## src/rtl/tang20k_soc_pkg.sv

```systemverilog
// Shared types and constants for the Tang20K SoC data-memory AHB fabric.
// Data-phase select, default-slave states, base addresses and AHB encodings.
package tang20k_soc_pkg;

    localparam logic [15:0] RAM_BASE_DEF  = 16'h0000;
    localparam logic [15:0] UART_BASE_DEF = 16'hFFDF;

    localparam logic [1:0] HTRANS_IDLE   = 2'b00;
    localparam logic [1:0] HTRANS_BUSY   = 2'b01;
    localparam logic [1:0] HTRANS_NONSEQ = 2'b10;
    localparam logic [1:0] HTRANS_SEQ    = 2'b11;

    localparam logic HRESP_OKAY  = 1'b0;
    localparam logic HRESP_ERROR = 1'b1;

    typedef enum logic [1:0] {
        DP_IDLE = 2'd0,
        DP_RAM  = 2'd1,
        DP_UART = 2'd2,
        DP_DEF  = 2'd3
    } dsel_t;

    typedef enum logic [1:0] {
        DS_OK   = 2'd0,
        DS_ERR1 = 2'd1,
        DS_ERR2 = 2'd2
    } ds_state_t;

endpackage

```

## src/rtl/ahb_lite_default_slave.sv

```systemverilog
// AHB-Lite default slave: answers unmapped transfers with a two-cycle
// ERROR response (HREADY low then high, HRESP high in both cycles).
module ahb_lite_default_slave
    import tang20k_soc_pkg::*;
(
    input  logic clk,
    input  logic rst,
    input  logic load_i,
    input  logic unmapped_i,
    output logic hready_o,
    output logic hresp_o
);

    ds_state_t state_q;
    ds_state_t state_d;

    always_ff @(posedge clk) begin
        if (rst) begin
            state_q <= DS_OK;
        end else begin
            state_q <= state_d;
        end
    end

    always_comb begin
        state_d  = state_q;
        hready_o = 1'b1;
        hresp_o  = HRESP_OKAY;
        unique case (state_q)
            DS_OK: begin
                if (load_i && unmapped_i) begin
                    state_d = DS_ERR1;
                end
            end
            DS_ERR1: begin
                hready_o = 1'b0;
                hresp_o  = HRESP_ERROR;
                state_d  = DS_ERR2;
            end
            DS_ERR2: begin
                hresp_o = HRESP_ERROR;
                // a new unmapped transfer accepted here restarts the error pair
                state_d = (load_i && unmapped_i) ? DS_ERR1 : DS_OK;
            end
            default: begin
                state_d = DS_OK;
            end
        endcase
    end

endmodule

```

## src/rtl/tang20k_dmem_decoder.sv

```systemverilog
// SCR1 dmem AHB-Lite 1-to-2 decoder/response mux with built-in default slave.
// Optional error log enabled by defining TANG20K_DMEM_ERRLOG_EN.
module tang20k_dmem_decoder
    import tang20k_soc_pkg::*;
#(
    parameter logic [15:0] RAM_BASE  = RAM_BASE_DEF,
    parameter logic [15:0] UART_BASE = UART_BASE_DEF
) (
    input  logic        clk,
    input  logic        rst,
    input  logic [31:0] m_haddr,
    input  logic [1:0]  m_htrans,
    input  logic        m_hwrite,
    output logic        m_hready,
    output logic [31:0] m_hrdata,
    output logic        m_hresp,
    output logic        ram_hsel,
    output logic        uart_hsel,
    output logic        s_hready,
    input  logic        ram_hreadyout,
    input  logic        uart_hreadyout,
    input  logic [31:0] ram_hrdata,
    input  logic [31:0] uart_hrdata,
    input  logic        ram_hresp,
    input  logic        uart_hresp,
    input  logic        err_clr,
    output logic        err_valid,
    output logic [31:0] err_addr
);

    dsel_t       dsel_q;
    dsel_t       dsel_d;
    logic [31:0] daddr_q;
    logic        unmapped;
    logic        active;
    logic        ds_load;
    logic        ds_hready;
    logic        ds_hresp;

    assign ram_hsel  = (m_haddr[31:16] == RAM_BASE);
    assign uart_hsel = (m_haddr[31:16] == UART_BASE);
    assign unmapped  = !ram_hsel && !uart_hsel;
    assign active    = (m_htrans == HTRANS_NONSEQ) || (m_htrans == HTRANS_SEQ);
    assign ds_load   = m_hready && active;
    assign s_hready  = m_hready;

    always_comb begin
        dsel_d = DP_IDLE;
        if (active) begin
            if (ram_hsel) begin
                dsel_d = DP_RAM;
            end else if (uart_hsel) begin
                dsel_d = DP_UART;
            end else begin
                dsel_d = DP_DEF;
            end
        end
    end

    always_ff @(posedge clk) begin
        if (rst) begin
            dsel_q  <= DP_IDLE;
            daddr_q <= 32'd0;
        end else if (m_hready) begin
            dsel_q  <= dsel_d;
            daddr_q <= m_haddr;
        end
    end

    ahb_lite_default_slave u_def (
        .clk        (clk),
        .rst        (rst),
        .load_i     (ds_load),
        .unmapped_i (unmapped),
        .hready_o   (ds_hready),
        .hresp_o    (ds_hresp)
    );

    always_comb begin
        m_hready = 1'b1;
        m_hresp  = HRESP_OKAY;
        m_hrdata = 32'd0;
        unique case (dsel_q)
            DP_IDLE: begin
                m_hready = 1'b1;
            end
            DP_RAM: begin
                m_hready = ram_hreadyout;
                m_hresp  = ram_hresp;
                m_hrdata = ram_hrdata;
            end
            DP_UART: begin
                m_hready = uart_hreadyout;
                m_hresp  = uart_hresp;
                m_hrdata = uart_hrdata;
            end
            DP_DEF: begin
                m_hready = ds_hready;
                m_hresp  = ds_hresp;
            end
            default: begin
                m_hready = 1'b1;
            end
        endcase
    end

`ifdef TANG20K_DMEM_ERRLOG_EN
    logic        err_valid_q;
    logic [31:0] err_addr_q;
    logic        err_log;
    logic        unused_sig;

    // a clear in the same cycle frees the slot for the new error
    assign err_log = m_hready && m_hresp && (!err_valid_q || err_clr);

    always_ff @(posedge clk) begin
        if (rst) begin
            err_valid_q <= 1'b0;
            err_addr_q  <= 32'd0;
        end else if (err_log) begin
            err_valid_q <= 1'b1;
            err_addr_q  <= daddr_q;
        end else if (err_clr) begin
            err_valid_q <= 1'b0;
            err_addr_q  <= 32'd0;
        end
    end

    assign err_valid  = err_valid_q;
    assign err_addr   = err_addr_q;
    assign unused_sig = m_hwrite;
`else
    logic [33:0] unused_sig;

    assign err_valid  = 1'b0;
    assign err_addr   = 32'd0;
    assign unused_sig = {m_hwrite, err_clr, daddr_q};
`endif

endmodule

```

## config.mk

```make
export PLATFORM = sky130hd
export DESIGN_NAME = tang20k_dmem_decoder
export DESIGN_NICKNAME = d
export VERILOG_FILES = /design/src/rtl/tang20k_soc_pkg.sv /design/src/rtl/ahb_lite_default_slave.sv /design/src/rtl/tang20k_dmem_decoder.sv
export SDC_FILE = /design/constraint.sdc
export NUM_CORES = 1
export LEC_CHECK = 0
export BUFFER_PORTS_ARGS = -buffer_cell sky130_fd_sc_hd__buf_2
export CORE_ASPECT_RATIO = 0.6
export CORE_MARGIN = 8
export CORE_UTILIZATION = 32
export CTS_CLUSTER_SIZE = 25
export DETAILED_ROUTE_END_ITERATION = 6
export PLACE_DENSITY = 0.93
export SLEW_MARGIN = 20
export SYNTH_ARGS = -nofsm -noshare
export SYNTH_HDL_FRONTEND = slang
export SYNTH_HIERARCHICAL = 1
export SYNTH_SLANG_ARGS = --single-unit
```

## constraint.sdc

```tcl
create_clock -name clk -period 4.8 [get_ports clk]
set_input_delay 0.72 -clock clk [delete_from_list [all_inputs] [get_ports clk]]
set_output_delay 0.72 -clock clk [all_outputs]
set_load 0.01 [all_outputs]
```

**After elaboration in Yosys (flattened, before gate mapping)**

Cells that the tools add are included.

- Register bits: 4
- Input port bits: 106
- Output and inout bits: 70
- Word-level logic and storage cells: 32

- Eq/ne operators: 9
- Multiplexer cells: 11
- Reductions and logical operators: 10

Operator list:

| kind | count |
|---|---|
| 32-bit case mux with 2 select lines | 1 |
| 16-bit equality test (second input constant) | 1 |
| 16-bit zero test | 1 |
| 2-bit equality test (second input constant) | 5 |
| 2-bit two-way mux | 3 |
| 2-bit case mux with 3 select lines | 1 |
| 2-bit by 1-bit equality test with 1-bit output (second input constant) | 2 |
| 2-bit zero test | 2 |
| 1-bit two-way mux | 4 |
| 1-bit case mux with 4 select lines | 1 |
| 1-bit logical AND | 3 |
| 1-bit case mux with 3 select lines | 1 |
| 1-bit zero test | 2 |
| 2-bit by 1-bit inequality test with 1-bit output (second input constant) | 1 |
| 2-bit OR reduction | 1 |
| 1-bit logical OR | 1 |

**Depth between registers and ports, before layout**

- Depth after elaboration: 7
- Gate-level depth with buffers: 9
- Depth with buffers taken out: 9

**Modules after synthesis**

The synthesis kept the hierarchy.

By module, submodules not included:

| module | times used | cells an instance | area an instance (um2) | sequential area each (um2) |
|---|---|---|---|---|
| tang20k_dmem_decoder | 1 | 141 | 1017.2 | 40.0 |
| ahb_lite_default_slave | 1 | 18 | 163.9 | 40.0 |

**Least setup slack after synthesis**

OpenSTA, ideal clock, no wires.

- Path kind: reg2out
- From: reg dsel_q[0]
- To: out s_hready
- Arrival: 1.305 ns
- Data required time: 4.080 ns
- Slack: 2.775 ns
- Stages on the path, launching flop included: 8
- Path buffers: 2
- Cell sequence: dfxtp_1 > inv_1 > ha_1 > buf_4 > a22oi_2 > and2_4 > inv_1 > buf_4

- Longest elaborated chain between the ends: 2
- Elaborated cells between the ends (all ways): 5
- Classes of those cells: eq/ne (3); mux (1); reduce/logical (1)

Ends and longest elaborated chain:

| what | line | text |
|---|---|---|
| start: declaration | tang20k_dmem_decoder.sv:31 | `dsel_t dsel_q;` |
| start signal: assignment | tang20k_dmem_decoder.sv:65 | `dsel_q <= dsel_d;` |
| 2-bit equality test (tied with other cells) | tang20k_dmem_decoder.sv:83 | `unique case (dsel_q)` |
| 1-bit case mux with 4 select lines * | tang20k_dmem_decoder.sv:83 |  |
| end: declaration | tang20k_dmem_decoder.sv:19 | `output logic s_hready,` |

Mark *: on every way between the ends. The rest lies on a longest branch, timed or not.

**Worst setup path in the final report**

- From: reg dsel_q[0]
- To: out m_hrdata[7]

- Longest elaborated chain between the ends: 2
- Elaborated cells between the ends (all ways): 3
- Classes of those cells: eq/ne (2); mux (1)

Ends and longest elaborated chain:

| what | line | text |
|---|---|---|
| 2-bit equality test / 2-bit by 1-bit equality test with 1-bit output (equally long branches) | tang20k_dmem_decoder.sv:83 |  |
| 32-bit case mux with 2 select lines * | tang20k_dmem_decoder.sv:83 |  |
| end: declaration | tang20k_dmem_decoder.sv:15 | `output logic [31:0] m_hrdata,` |

Marks and branches as above.

==> out/results.tsv <==
metric	value	unit
status	finished, final reports clean	
DRC	0	
die area	5950	sq um
global-route wire length before repair	7.04	mm
max-slew violation count	0	
CP peak stage delay	670	ps
post-synthesis sequential area ratio	6.78	%
Slew @ Worst Pin	787	ps
Pre-antenna DRT Iters	4	
Skew-Pair Late Insertion Delay	220	ps
Starting Density	32.9	%
Post-DP HPWL	3.96	mm
largest net degree at the start of global routing	34	
CP Cell Sequence	inv_1, ha_1, buf_6, a22oi_1, nor2b_1, buf_2	
IO buf count	123	
Fmax achieved	0.370	GHz
Clock transition at path regs	30	ps
Final ANT Viol Nets	0	
hold path endpoint	u_def/state_q[1]	
WP buf/inv	3	
Synth Area in Simple Gates	27.5	%
Synth Register Bits	4	
Peak VDD IR	0.0749	mV
Placer Congestion	0.772	
final setup vio count	0	
routed vias	1478	
P_leak	0.923	nW
I/O Pins	176	
Tmin final	2700	ps
final worst clock skew	2.52	ps
HP Class	reg2reg	
Netlist Area Pre-Place	1180	sq um
max cap viols	0	
row cnt	17	
Yosys cell types	25	
cts repair resizes	0	
final hold slack	521	ps
PD cells	192	nW/um^2
Clock Root Buffer	clkbuf_8	
Die Span Y	63.1	um
final setup TNS	0	ps
post-synthesis adder-cell area fraction	9.53	%
clock sink count	4	
mux cell area share after synthesis	0	%
Synthesis Warnings	6	
critical path's top delay family	adder cells	
core area	3590	sq um
Critical Setup Path Class	reg2out	
Req. time, crit path	4080	ps
routed vias/inst	4.60	
post-CTS setup buffers	0	
Synth Area in Compound Gates	26.9	%
n_diodes	0	
RSZ-0062 raised after global routing	false	
gr usage total	14.1	%
Critical-path top delay cell	ha_1	
CTS buffer count	3	
cells after synthesis	159	
Max-slew headroom	47.5	%
antenna violations before repair	0	
R2R Setup Slk	2590	ps
Synth Area in XOR/XNOR	0	%
area grow syn2layout	46.0	%
worst r2r src	dsel_q[0]	
grt total ovfl	0	
Hold Fails Final Rpt	0	
final worst-path cycle share	56.2	%
highest net fanout along the worst path	20	
First DRT Iteration DRCs	77	
reg-to-reg endpoint	u_def/state_q[1]	
hold_buf cts	0	
Die X	94.4	um
post-synthesis area per instance	7.43	sq um
Routed WL per cell	14.1	um
worst hold path depth	2	
CP Capture Type	primary output	
largest family of logic cells by synthesized area	buffers and inverters	
CTS HTree Levels	1	
vias in the first global route	1534	
layout cell share with drive strength beyond 1	48.2	%
FF-to-FF path depth	8	
Final Power	0.000330	W
origin of the worst min-delay path	u_def/state_q[1]	
Routed WL	4.54	mm
nets	391	
CTS max path bufs	2	
startpoint types	flip-flop	
TritonCTS clock tree	built	
crit path DAT	1980	ps
-- layout by cell type (no fill, tap or decap), types with 2 or more instances in the layout --
master / n
a21oi_1: 2
a22oi_1: 32
buf_2: 123
clkbuf_8: 3
conb_1: 33
dfxtp_1: 4
ha_1: 9
inv_1: 8
nand3_1: 2
nand4_1: 3
nand4b_1: 3
nor2_1: 3
nor2b_1: 32
nor4_1: 4
o41ai_1: 2
-- synth_stat cells --
cell type,number,area (sq um)
nor2_1,3,11.3
nand4_1,3,18.8
a22oi_1,32,240
buf_4,36,270
nor2b_1,32,200
clkbuf_1,3,11.3
a22oi_2,1,12.5
nor4_1,4,25.0
a21bo_1,1,10.0
o41ai_1,2,17.5
conb_1,1,3.75
inv_1,8,30.0
and2_4,1,8.76
a21oi_2,1,8.76
nand3_1,2,10.0
a21oi_1,2,10.0
ha_1,9,113
nor4_2,1,12.5
buf_2,6,30.0
dfxtp_1,4,80.1
a222oi_1,1,10.0
nand4b_1,3,26.3
nand2_1,1,3.75
o2111ai_1,1,8.76
and4_1,1,8.76
-- worst min-delay path, cell delays in order, from the launching register on --
cell     delay [ps]
dfxtp_1         330
nand3_1          90
a21oi_2          50
-- registers in the layout, summed over array words and instances, names as in the netlist --
signal,cells
dsel_q,2
u_def/state_q,2
-- final cells by class --
| type | instances | area, sq um |
|---|---|---|
| Timing Repair Buffer | 125 | 634 |
| Sequential cell | 4 | 80.1 |
| Multi-Input combinational cell | 134 | 880 |
| Tap cell | 47 | 58.8 |
| Inverter | 8 | 30.0 |
| Fill cell | 379 | 1870 |
| Clock buffer | 3 | 41.3 |
-- worst max path at each step --
| stage | slack (ps) | to | cells after the start | startpoint |
|---|---|---|---|---|
| after floorplan | 2770 | s_hready | 7 | dsel_q[0] |
| after global placement | 2060 | s_hready | 6 | dsel_q[0] |
| after detailed placement | 2300 | m_hrdata[7] | 6 | dsel_q[0] |
| after CTS | 2070 | m_hrdata[7] | 6 | dsel_q[0] |
| after global routing | 1930 | m_hrdata[7] | 6 | dsel_q[0] |
| final | 2100 | m_hrdata[7] | 6 | dsel_q[0] |
-- report_power, final --
group | leakage (nW) | switching [W] | internal (W) | total [W]
clock | 0.0216 | 0.0000177 | 0.0000535 | 0.0000712
sequential | 0.0330 | 0.00000488 | 0.0000378 | 0.0000427
combinational | 0.868 | 0.000116 | 0.000101 | 0.000216
total | 0.923 | 0.000138 | 0.000192 | 0.000330
-- stage by stage --
stage / util (%) / cell area (sq um) / instances / setup slack (ps)
finish: 48.0 / 1720 / 321 / 2100
floorplan: - / 1300 / 191 / 2770
global route: 48.0 / 1720 / 321 / 1930
detailed placement: 46.8 / 1680 / 318 / 2300
global placement: 46.5 / 1670 / 317 / 2060
CTS: 48.0 / 1720 / 321 / 2070
-- kinds of logic (layout without fill, tap and decap cells) --
logic type	Yosys count	after routing
AO/OA/AOI/OAI	41	41
adder cells (fa/ha/maj)	9	9
buffers and inverters	53	136
flip-flops	4	4
other	1	33
AND/OR/NAND/NOR	51	51
-- metal layers --
metal	track usage [%]	up-vias	routed length (um)
met5	0	-	0
met4	3.54	0	27
met3	4.14	2	427
met2	27.7	68	2470
met1	13.7	677	1610
li1	-	731	-
Power figures use the tool's default switching activity.
